### config.mk
export PLATFORM = sky130hd
export DESIGN_NAME = countdown_timer_bcd_flat
export DESIGN_NICKNAME = d
export VERILOG_FILES = /design/src/rtl/countdown_timer_bcd_if.sv /design/src/rtl/countdown_timer_bcd.sv /design/src/flat_wrapper.sv
export SDC_FILE = /design/constraint.sdc
export NUM_CORES = 1
export LEC_CHECK = 0
export BUFFER_PORTS_ARGS = -buffer_cell sky130_fd_sc_hd__buf_2
export CORE_ASPECT_RATIO = 1.75
export CORE_MARGIN = 8
export CORE_UTILIZATION = 42
export DETAILED_ROUTE_END_ITERATION = 8
export PLACE_DENSITY_LB_ADDON = 0.12
export SLEW_MARGIN = 10
export SYNTH_ARGS = -nofsm -noshare
export SYNTH_HDL_FRONTEND = slang
export SYNTH_SLANG_ARGS = --single-unit
### constraint.sdc
create_clock -name Clock -period 5.6 [get_ports Clock]
set_clock_uncertainty 0.2 [all_clocks]
set_input_delay 0.84 -clock Clock [delete_from_list [all_inputs] [get_ports Clock]]
set_output_delay 0.84 -clock Clock [all_outputs]
set_load 0.005 [all_outputs]
### src/rtl/countdown_timer_bcd_if.sv
// Control and status bundle between the key/switch logic (master) and the
// countdown timer (slave).
interface countdown_timer_bcd_if #(
  parameter int VAL_W  = 10,
  parameter int DIGITS = 3
);
  logic                  Load;
  logic [VAL_W-1:0]      LoadValue;
  logic                  Start;
  logic                  Pause;
  logic                  AutoReload;
  logic [VAL_W-1:0]      Count;
  logic [4*DIGITS-1:0]   Bcd;
  logic                  BcdValid;
  logic                  Overrange;
  logic                  Running;
  logic                  Done;
  logic                  DonePulse;

  modport master (
    output Load, LoadValue, Start, Pause, AutoReload,
    input  Count, Bcd, BcdValid, Overrange, Running, Done, DonePulse
  );

  modport slave (
    input  Load, LoadValue, Start, Pause, AutoReload,
    output Count, Bcd, BcdValid, Overrange, Running, Done, DonePulse
  );
endinterface

### src/rtl/countdown_timer_bcd.sv
// Countdown timer with rate divider, pause/auto-reload control and a
// sequential double-dabble converter feeding the 7-segment digit decoders.
module countdown_timer_bcd #(
  parameter int CLK_HZ      = 50000000,
  parameter int TICK_HZ     = 1,
  parameter int VAL_W       = 10,
  parameter int DIGITS      = 3,
  parameter int DEFAULT_VAL = 120
) (
  input logic Clock,
  input logic Reset,
  countdown_timer_bcd_if.slave bus
);
  localparam int DIV   = CLK_HZ / TICK_HZ;
  localparam int DIV_W = (DIV > 1) ? $clog2(DIV) : 1;
  localparam int CNT_W = $clog2(VAL_W);
  localparam int BCD_W = 4 * DIGITS;
  localparam logic [DIV_W-1:0] DIV_LAST  = DIV_W'(DIV - 1);
  localparam logic [VAL_W-1:0] DEFAULT_Q = VAL_W'(DEFAULT_VAL);
  localparam logic [VAL_W-1:0] ONE_Q     = VAL_W'(1);

  typedef enum logic [1:0] {IDLE, RUN, PAUSED, EXPIRED} state_t;

  state_t           state_q, state_d;
  logic [VAL_W-1:0] count_q, reload_q;
  logic [DIV_W-1:0] div_q;
  logic             done_pulse_q;
  logic             run_active, tick, start_go, reload_go, expire;

  // Load beats everything; Pause beats Start while running.
  always_comb begin
    run_active = (state_q == RUN) && !bus.Load && !bus.Pause;
    tick       = run_active && (div_q == '0);
    start_go   = (state_q == IDLE) && !bus.Load && bus.Start && (count_q != '0);
    reload_go  = tick && (count_q == ONE_Q) && bus.AutoReload && (reload_q != '0);
    expire     = tick && (count_q <= ONE_Q) && !reload_go;
  end

  always_ff @(posedge Clock or posedge Reset) begin
    if (Reset) state_q <= IDLE;
    else       state_q <= state_d;
  end

  always_comb begin
    state_d = state_q;
    if (bus.Load) begin
      state_d = IDLE;
    end else begin
      case (state_q)
        IDLE:    if (start_go) state_d = RUN;
        RUN:     if (bus.Pause) state_d = PAUSED;
                 else if (expire) state_d = EXPIRED;
        PAUSED:  if (bus.Start) state_d = RUN;
        default: state_d = state_q;
      endcase
    end
  end

  always_comb begin
    bus.Running = (state_q == RUN);
    bus.Done    = (state_q == EXPIRED);
  end

  // A resumed run keeps the divider phase it had when paused.
  always_ff @(posedge Clock or posedge Reset) begin
    if (Reset) begin
      count_q      <= DEFAULT_Q;
      reload_q     <= DEFAULT_Q;
      div_q        <= DIV_LAST;
      done_pulse_q <= 1'b0;
    end else if (bus.Load) begin
      count_q      <= bus.LoadValue;
      reload_q     <= bus.LoadValue;
      div_q        <= DIV_LAST;
      done_pulse_q <= 1'b0;
    end else begin
      done_pulse_q <= tick && (count_q == ONE_Q);
      if (start_go)
        div_q <= DIV_LAST;
      else if (run_active)
        div_q <= (div_q == '0) ? DIV_LAST : div_q - 1'b1;
      if (tick) begin
        if (count_q > ONE_Q)  count_q <= count_q - 1'b1;
        else if (reload_go)   count_q <= reload_q;
        else                  count_q <= '0;
      end
    end
  end

  assign bus.Count     = count_q;
  assign bus.DonePulse = done_pulse_q;

  logic                 bcd_busy, shadow_valid, ovr_pending, ovr_q, bcd_valid_q;
  logic [CNT_W-1:0]     bit_cnt;
  logic [VAL_W-1:0]     bin_sr, shadow;
  logic [BCD_W-1:0]     bcd_sr, bcd_adj, bcd_step, bcd_q;
  logic [VAL_W-1:0]     bin_step;

  always_comb begin
    bcd_adj = bcd_sr;
    for (int d = 0; d < DIGITS; d++)
      if (bcd_adj[4*d +: 4] >= 4'd5) bcd_adj[4*d +: 4] = bcd_adj[4*d +: 4] + 4'd3;
    bcd_step = {bcd_adj[BCD_W-2:0], bin_sr[VAL_W-1]};
    bin_step = {bin_sr[VAL_W-2:0], 1'b0};
  end

  // A bit shifted out of the top digit means the value has no room in DIGITS
  // digits; the remaining digits are then the low-order part of the value.
  always_ff @(posedge Clock or posedge Reset) begin
    if (Reset) begin
      bcd_busy     <= 1'b0;
      shadow_valid <= 1'b0;
      shadow       <= '0;
      bin_sr       <= '0;
      bcd_sr       <= '0;
      bit_cnt      <= '0;
      ovr_pending  <= 1'b0;
      ovr_q        <= 1'b0;
      bcd_q        <= '0;
      bcd_valid_q  <= 1'b0;
    end else begin
      bcd_valid_q <= 1'b0;
      if (!bcd_busy) begin
        if (!shadow_valid || (count_q != shadow)) begin
          bcd_busy     <= 1'b1;
          shadow_valid <= 1'b1;
          shadow       <= count_q;
          bin_sr       <= count_q;
          bcd_sr       <= '0;
          bit_cnt      <= CNT_W'(VAL_W - 1);
          ovr_pending  <= 1'b0;
        end
      end else begin
        bin_sr      <= bin_step;
        bcd_sr      <= bcd_step;
        ovr_pending <= ovr_pending | bcd_adj[BCD_W-1];
        if (bit_cnt == '0) begin
          bcd_busy    <= 1'b0;
          bcd_q       <= bcd_step;
          ovr_q       <= ovr_pending | bcd_adj[BCD_W-1];
          bcd_valid_q <= 1'b1;
        end else begin
          bit_cnt <= bit_cnt - 1'b1;
        end
      end
    end
  end

  assign bus.Bcd       = bcd_q;
  assign bus.Overrange = ovr_q;
  assign bus.BcdValid  = bcd_valid_q;
endmodule

### src/flat_wrapper.sv
// flat-port wrapper written by rule: the top's interface ports become plain ports
module countdown_timer_bcd_flat 
#(
  parameter int CLK_HZ      = 50000000,
  parameter int TICK_HZ     = 1,
  parameter int VAL_W       = 10,
  parameter int DIGITS      = 3,
  parameter int DEFAULT_VAL = 120
)
  (Clock, Reset, bus_Load, bus_LoadValue, bus_Start, bus_Pause, bus_AutoReload, bus_Count, bus_Bcd, bus_BcdValid, bus_Overrange, bus_Running, bus_Done, bus_DonePulse);
  countdown_timer_bcd_if #(.VAL_W(VAL_W), .DIGITS(DIGITS)) bus_i ();
  input logic Clock;
  input logic Reset;
  input wire logic [$bits(bus_i.Load)-1:0] bus_Load;
  input wire logic [$bits(bus_i.LoadValue)-1:0] bus_LoadValue;
  input wire logic [$bits(bus_i.Start)-1:0] bus_Start;
  input wire logic [$bits(bus_i.Pause)-1:0] bus_Pause;
  input wire logic [$bits(bus_i.AutoReload)-1:0] bus_AutoReload;
  output wire logic [$bits(bus_i.Count)-1:0] bus_Count;
  output wire logic [$bits(bus_i.Bcd)-1:0] bus_Bcd;
  output wire logic [$bits(bus_i.BcdValid)-1:0] bus_BcdValid;
  output wire logic [$bits(bus_i.Overrange)-1:0] bus_Overrange;
  output wire logic [$bits(bus_i.Running)-1:0] bus_Running;
  output wire logic [$bits(bus_i.Done)-1:0] bus_Done;
  output wire logic [$bits(bus_i.DonePulse)-1:0] bus_DonePulse;
  assign bus_i.Load = bus_Load;
  assign bus_i.LoadValue = bus_LoadValue;
  assign bus_i.Start = bus_Start;
  assign bus_i.Pause = bus_Pause;
  assign bus_i.AutoReload = bus_AutoReload;
  assign bus_Count = bus_i.Count;
  assign bus_Bcd = bus_i.Bcd;
  assign bus_BcdValid = bus_i.BcdValid;
  assign bus_Overrange = bus_i.Overrange;
  assign bus_Running = bus_i.Running;
  assign bus_Done = bus_i.Done;
  assign bus_DonePulse = bus_i.DonePulse;
  countdown_timer_bcd #(.CLK_HZ(CLK_HZ), .TICK_HZ(TICK_HZ), .VAL_W(VAL_W), .DIGITS(DIGITS), .DEFAULT_VAL(DEFAULT_VAL)) u_core (.Clock(Clock), .Reset(Reset), .bus(bus_i));
endmodule
; Word-level counts from Yosys, hierarchy flattened
; Index checks and enable logic that the tools add are counted.
[word_totals]
register_bits = 102
latchBits = 0
ram_bits = 0
mem_bits_ro = 0
in_bits = 16
out_inout_bits = 27
n_memories = 0
[classes]
addsub = 6
multipliers = 0
div = 0
n_lt_le_gt_ge = 5
n_eq_ne = 9
shifts = 0
muxes = 32
bitwise_logic = 2
reduce_logical = 29
[op_table]
columns = cell, n
row1 = two-way mux 26 bit, 4
row2 = two-way mux 10 bit, 6
row3 = logical NOT 26 bit, 1
row4 = "subtractor 26 x 1 -> 26 bit, second input constant", 1
row5 = two-way mux 12 bit, 2
row6 = two-way mux 4 bit, 6
row7 = nonzero test 10 bit, 2
row8 = "adder 4 x 2 -> 4 bit, second input constant", 3
row9 = "greater-or-equal comparator 4 x 3 -> 1 bit, second input constant", 3
row10 = logical AND 1 bit, 11
row11 = "== test 10 x 1 -> 1 bit, second input constant", 1
row12 = "> comparator 10 x 1 -> 1 bit, second input constant", 1
row13 = "<= comparator 10 x 1 -> 1 bit, second input constant", 1
row14 = two-way mux 2 bit, 5
row15 = inequality test 10 bit, 1
row16 = "subtractor 10 x 1 -> 10 bit, second input constant", 1
row17 = two-way mux 1 bit, 8
row18 = case mux 2 bit (3 select lines), 1
row19 = AND reduction 2 bit, 3
row20 = "== test 2 bit, second input constant", 2
row21 = logical NOT 1 bit, 4
row22 = logical NOT 4 bit, 1
row23 = "inequality test 4 x 3 -> 1 bit, second input constant", 1
row24 = AND reduction 4 bit, 1
row25 = 12 further kinds, 13

; Longest topological paths before layout
[logic_depth]
word_depth = 13
ltp_mapped = 10

; Least setup slack after synthesis
; No wires, ideal clock.
[synth_path]
path_kind = input to register
start = input bus_Load
end = register u_core.count_q[9] (netlist: u_core.bus.Count[9])
setup_ns = 0.077
arrival_time_ns = 2.663
slack_ns = 2.660
path_stages = 6
cell_sequence = nor4b_1 or3b_2 nor3_1 buf_2 o22ai_1 a21oi_1
[synth_between]
elab_chain_len = 11
[synth_rtl]
columns = item, line
row1 = from (decl), flat_wrapper.sv:14  ; input wire logic [$bits(bus_i.Load)-1:0] bus_Load;
row2 = logical NOT 1 bit, countdown_timer_bcd.sv:32  ; run_active = (state_q == RUN) && !bus.Load && !bus.Pause;
row3 = logical AND 1 bit (2 in a row), countdown_timer_bcd.sv:32
row4 = logical AND 1 bit, countdown_timer_bcd.sv:33  ; tick = run_active && (div_q == '0);
row5 = logical AND 1 bit (3 in a row), countdown_timer_bcd.sv:35  ; reload_go = tick && (count_q == ONE_Q) && bus.AutoReload && (reload_q != '0);
row6 = two-way mux 10 bit, countdown_timer_bcd.sv:84  ; else if (reload_go) count_q <= reload_q;
row7 = two-way mux 10 bit, countdown_timer_bcd.sv:83  ; if (count_q > ONE_Q) count_q <= count_q - 1'b1;
row8 = two-way mux 10 bit, countdown_timer_bcd.sv:82  ; if (tick) begin
row9 = two-way mux 10 bit, countdown_timer_bcd.sv:71  ; end else if (bus.Load) begin
row10 = to (signal assigned), countdown_timer_bcd.sv:72  ; count_q <= bus.LoadValue;
row11 = to (signal assigned), countdown_timer_bcd.sv:83
row12 = to (signal assigned), countdown_timer_bcd.sv:84
row13 = to (decl), countdown_timer_bcd.sv:25  ; logic [VAL_W-1:0] count_q, reload_q;
; Several ways; a longest one is shown, not always the timed one. The select of a mux whose other input is x is not followed.
; A chain may end at the register's enable or synchronous reset.

; Worst setup path after layout
[layout_path]
start = input bus_Load
end = register u_core.div_q[8]
[layout_between]
elab_chain_len = 6
[layout_rtl]
columns = item, line
row1 = logical NOT 1 bit, "countdown_timer_bcd.sv:32, countdown_timer_bcd.sv:34"
row2 = logical AND 1 bit (3 in a row), countdown_timer_bcd.sv:34  ; start_go = (state_q == IDLE) && !bus.Load && bus.Start && (count_q != '0);
row3 = two-way mux 26 bit, countdown_timer_bcd.sv:78  ; if (start_go)
row4 = two-way mux 26 bit, countdown_timer_bcd.sv:71
row5 = to (signal assigned), countdown_timer_bcd.sv:81  ; div_q <= (div_q == '0) ? DIV_LAST : div_q - 1'b1;
row6 = to (decl), countdown_timer_bcd.sv:26  ; logic [DIV_W-1:0] div_q;
; Several ways; a longest one is shown, not always the timed one.

==> flow_metrics.py <==
metrics = {
    "drt": {
        "drc": 0,
        "drt-pass1-iter-count": 4,
        "avgViaCountPerCell": 5.435,
        "final_antenna_net_count": 0,
        "detailedRoute.firstIterationViolations": 151,
        "post_drt_wl_per_cell_um": 17.13,
        "via_count": 3951,
        "postRouteWirelength_um": 12450,
    },
    "synthesis": {
        "synth.ff_latch_count": 102,
        "synth_top_cells_by_area": "dfrtp_1 (36%), dfstp_2 (13%), xnor2_1 (5.0%)",
        "postSynthAreaPerCell_um2": 9.859,
        "number_of_enable_type_register_cells_in_the_synthesized_netlist": 0,
        "post-synth-top-count-cell": "dfrtp_1",
        "synth-warning-count": 0,
        "syn-instance-count": 530,
        "yosysSeqAreaShare_pct": 49.47,
        "syn-num-nets": 556,
        "netlist_area_um2": 5225,
        "share_of_synthesized_flip_flops_with_an_asynchronous_set_or_reset_pct": 100.0,
        "synth_top_area_cell": "dfrtp_1",
        "synth_cell_types": 55,
        "synth_top_cell_area_share_pct": 36.40,
        "synth_top_flop_cell": "dfrtp_1",
        "synth_top_cells_by_count": "dfrtp_1 (76), nand2_1 (68), o21ai_0 (42)",
    },
    "floorplan": {
        "die-area_um2": 16410,
        "floorplan.io_pins": 43,
        "placement_rows": 54,
        "placeableCoreArea_um2": 12300,
        "die_height_um": 163.6,
        "die_width_um": 100.3,
        "floorplan.initialDensity_pct": 42.49,
    },
    "critical_path": {
        "timing.rr.start": "u_core.bus.Count[4]",
        "crit_type": "in -> reg",
        "regToRegSetupSlack_ns": 2.44,
        "timing.critical_path.arrival_ns": 3.29,
        "crit_path_end_kind": "flop",
        "r2r.worst_path.cells": 5,
        "critical_path.startpoint_type": "primary input",
        "timing.critical_path.from": "bus_Load",
        "required_ns": 5.62,
        "worstPathMaxFanout": 22,
    },
    "cells_and_area": {
        "final_layout_size_suffix_gt1_share_pct": 22.00,
        "antennaDiodeCount": 0,
        "area_growth_pct": 12.55,
        "design.final.nets": 580,
        "fillerInstances": 1254,
    },
    "min_path": {
        "worstHoldPathType": "reg -> reg",
        "origin_of_the_worst_min_delay_path": "u_core.bus.Bcd[5]",
        "holdPathStages": 2,
    },
    "placement": {
        "weighted_congestion_at_the_end_of_routability_driven_global_placement": 0.8230,
        "post-dp-hpwl_um": 8795,
        "dpl_worst_slack_ns": 1.926,
        "io_buffer_count": 42,
    },
    "sta": {
        "worstMarginPinSlew_ns": 1.243,
        "grt_setup_unrepaired": "no",
        "max_slew_margin_pct": 17.12,
        "final.period_utilization_pct": 58.45,
        "postLayoutSetupSlackWorst_ns": 2.327,
        "tns_ns": 0,
        "layout_min_cycle_time_ns": 3.273,
        "timing.final.max_slew_violations": 0,
        "finalSetupViolations": 0,
        "hold_violations": 0,
        "fmaxAchievable_mhz": 305.5,
    },
    "clock_tree": {
        "cts_hold_repair.buffers": 0,
        "cts_inserted_buffers": 9,
        "tritoncts": "built",
        "cell_at_the_root_of_the_clock_tree": "clkbuf_16",
        "clock_tree.buffer_depth": 2,
        "clk_pin_slew_ns": 0.07,
        "clock_sinks": 102,
        "setup_buffers_after_cts": 0,
        "ctsResizeCount": 0,
        "clk_latency_ns": 0.34,
        "htreeDepth": 3,
    },
    "grt": {
        "grt_overflow_total": 0,
        "groute.usage.overall_pct": 16.34,
        "grt_first_pass_wirelength_um": 21210,
        "grt_start_max_net_pins": 76,
        "first_global_vias": 4115,
        "antenna_found_initial": 0,
    },
    "power": {
        "vdd.ir_drop.worst_uv": 181.4,
        "leakagePower_nw": 2.402,
        "power.total_mw": 2.446,
        "power_per_cell_area_nw_per_um2": 416.0,
    },
    "run": {
        "cap_viol_max_count": 0,
    },
    "status": {
        "run_status": "complete, no violations",
    },
}
[report_power, final]
group	total, mW	internal, mW	leakage, nW	switching [mW]
Combinational	0.703	0.318	1.03	0.386
Clock	0.664	0.375	0.153	0.289
Sequential	1.08	0.932	1.22	0.147
[cell type report]
class	instances	area (um2)	share of cell area, %
inverters	24	92.59	1.574
flip-flops and latches	102	2585	43.96
well taps	168	210.2	3.574
clock buffers	11	252.7	4.298
repair buffers	47	247.7	4.213
clock inverters	5	63.81	1.085
multi-input cells	370	2429	41.30
[path summary, 6_finish.rpt]
| check | end |
|---|---|
| max in group asynchronous | u_core.bus.Count[4] |
| setup / recovery | u_core.div_q[8] |
| hold reg to reg | u_core.bus.Bcd[5] |
| min in group asynchronous | u_core.div_q[8] |
| hold / removal | u_core.bus.Bcd[5] |
| setup reg to reg | u_core.bus.Count[6] |
[cell families after synthesis]
family / count (synthesis) / share of synthesized area [%]
xor gates and xnor gates: 34 / 5.699
adders and majority gates: 10 / 2.395
buffers and inverters: 58 / 4.286
AOI/OAI and AO/OA: 122 / 14.73
muxes: 31 / 6.346
and+or+nand+nor: 173 / 17.07
DFF: 102 / 49.47
[cell usage in the layout, fill, tap and decap left out, types with 3 or more instances in the layout]
master / instances
nor3_1: 11
or3_1: 8
xor2_1: 4
nor3b_1: 5
o31ai_1: 7
xnor2_1: 30
nor4_1: 5
mux2_2: 17
o21ai_0: 42
mux2i_1: 14
ha_1: 10
a211oi_1: 7
dfstp_2: 26
nor2_1: 20
clkbuf_16: 9
a21boi_0: 3
a22oi_1: 4
a2111oi_0: 8
nand3_1: 8
or4_1: 13
nand2_1: 68
and2_1: 3
a211o_1: 3
buf_2: 42
a21oi_1: 25
a31oi_1: 3
inv_1: 22
o22ai_1: 5
or2_2: 7
a21o_1: 3
buf_4: 5
dfrtp_1: 76
nand2b_1: 8
[routing by layer]
metal  track usage [%]  part of all wire, %  wire [um]  up-vias
met2             30.04                   54       6725       64
met5                 0                    0          0        -
met4             5.744                  1.7        209        0
met3             3.030                  3.1        387       17
met1             18.09                   41       5132     1953
li1                  -                    -          -     1917
[metrics by stage]
stage | util [%] | std cells | instance area [um2] | hold slack, ns
after CTS | 47.80 | 727 | 5878 | 0.2758
after global routing | 47.82 | 727 | 5881 | 0.3020
after floorplan | - | 530 | 5225 | 0.2343
final | 47.82 | 727 | 5881 | 0.2714
after global placement | 45.23 | 711 | 5562 | 0.2515
after detailed placement | 45.23 | 711 | 5562 | 0.2568
[worst max-delay path: stages]
cell      delay (ns)
buf_2           0.24
nor4b_1         0.62
or3b_2          0.52
o31ai_2         0.54
nand2b_1        0.42
nor2_1          0.10
[state kept, by name, summed over array words and instances (netlist names)]
name / flops
u_core.bus.DonePulse: 1
u_core.bus.Bcd: 12
u_core.bus.BcdValid: 1
u_core.state_q: 2
u_core.bcd_sr: 12
u_core.bcd_busy: 1
u_core.ovr_pending: 1
u_core.bin_sr: 10
u_core.bus.Overrange: 1
u_core.bus.Count: 10
u_core.div_q: 26
u_core.shadow: 10
u_core.bit_cnt: 4
u_core.shadow_valid: 1
u_core.reload_q: 10
(Power assumes the default switching activity.)
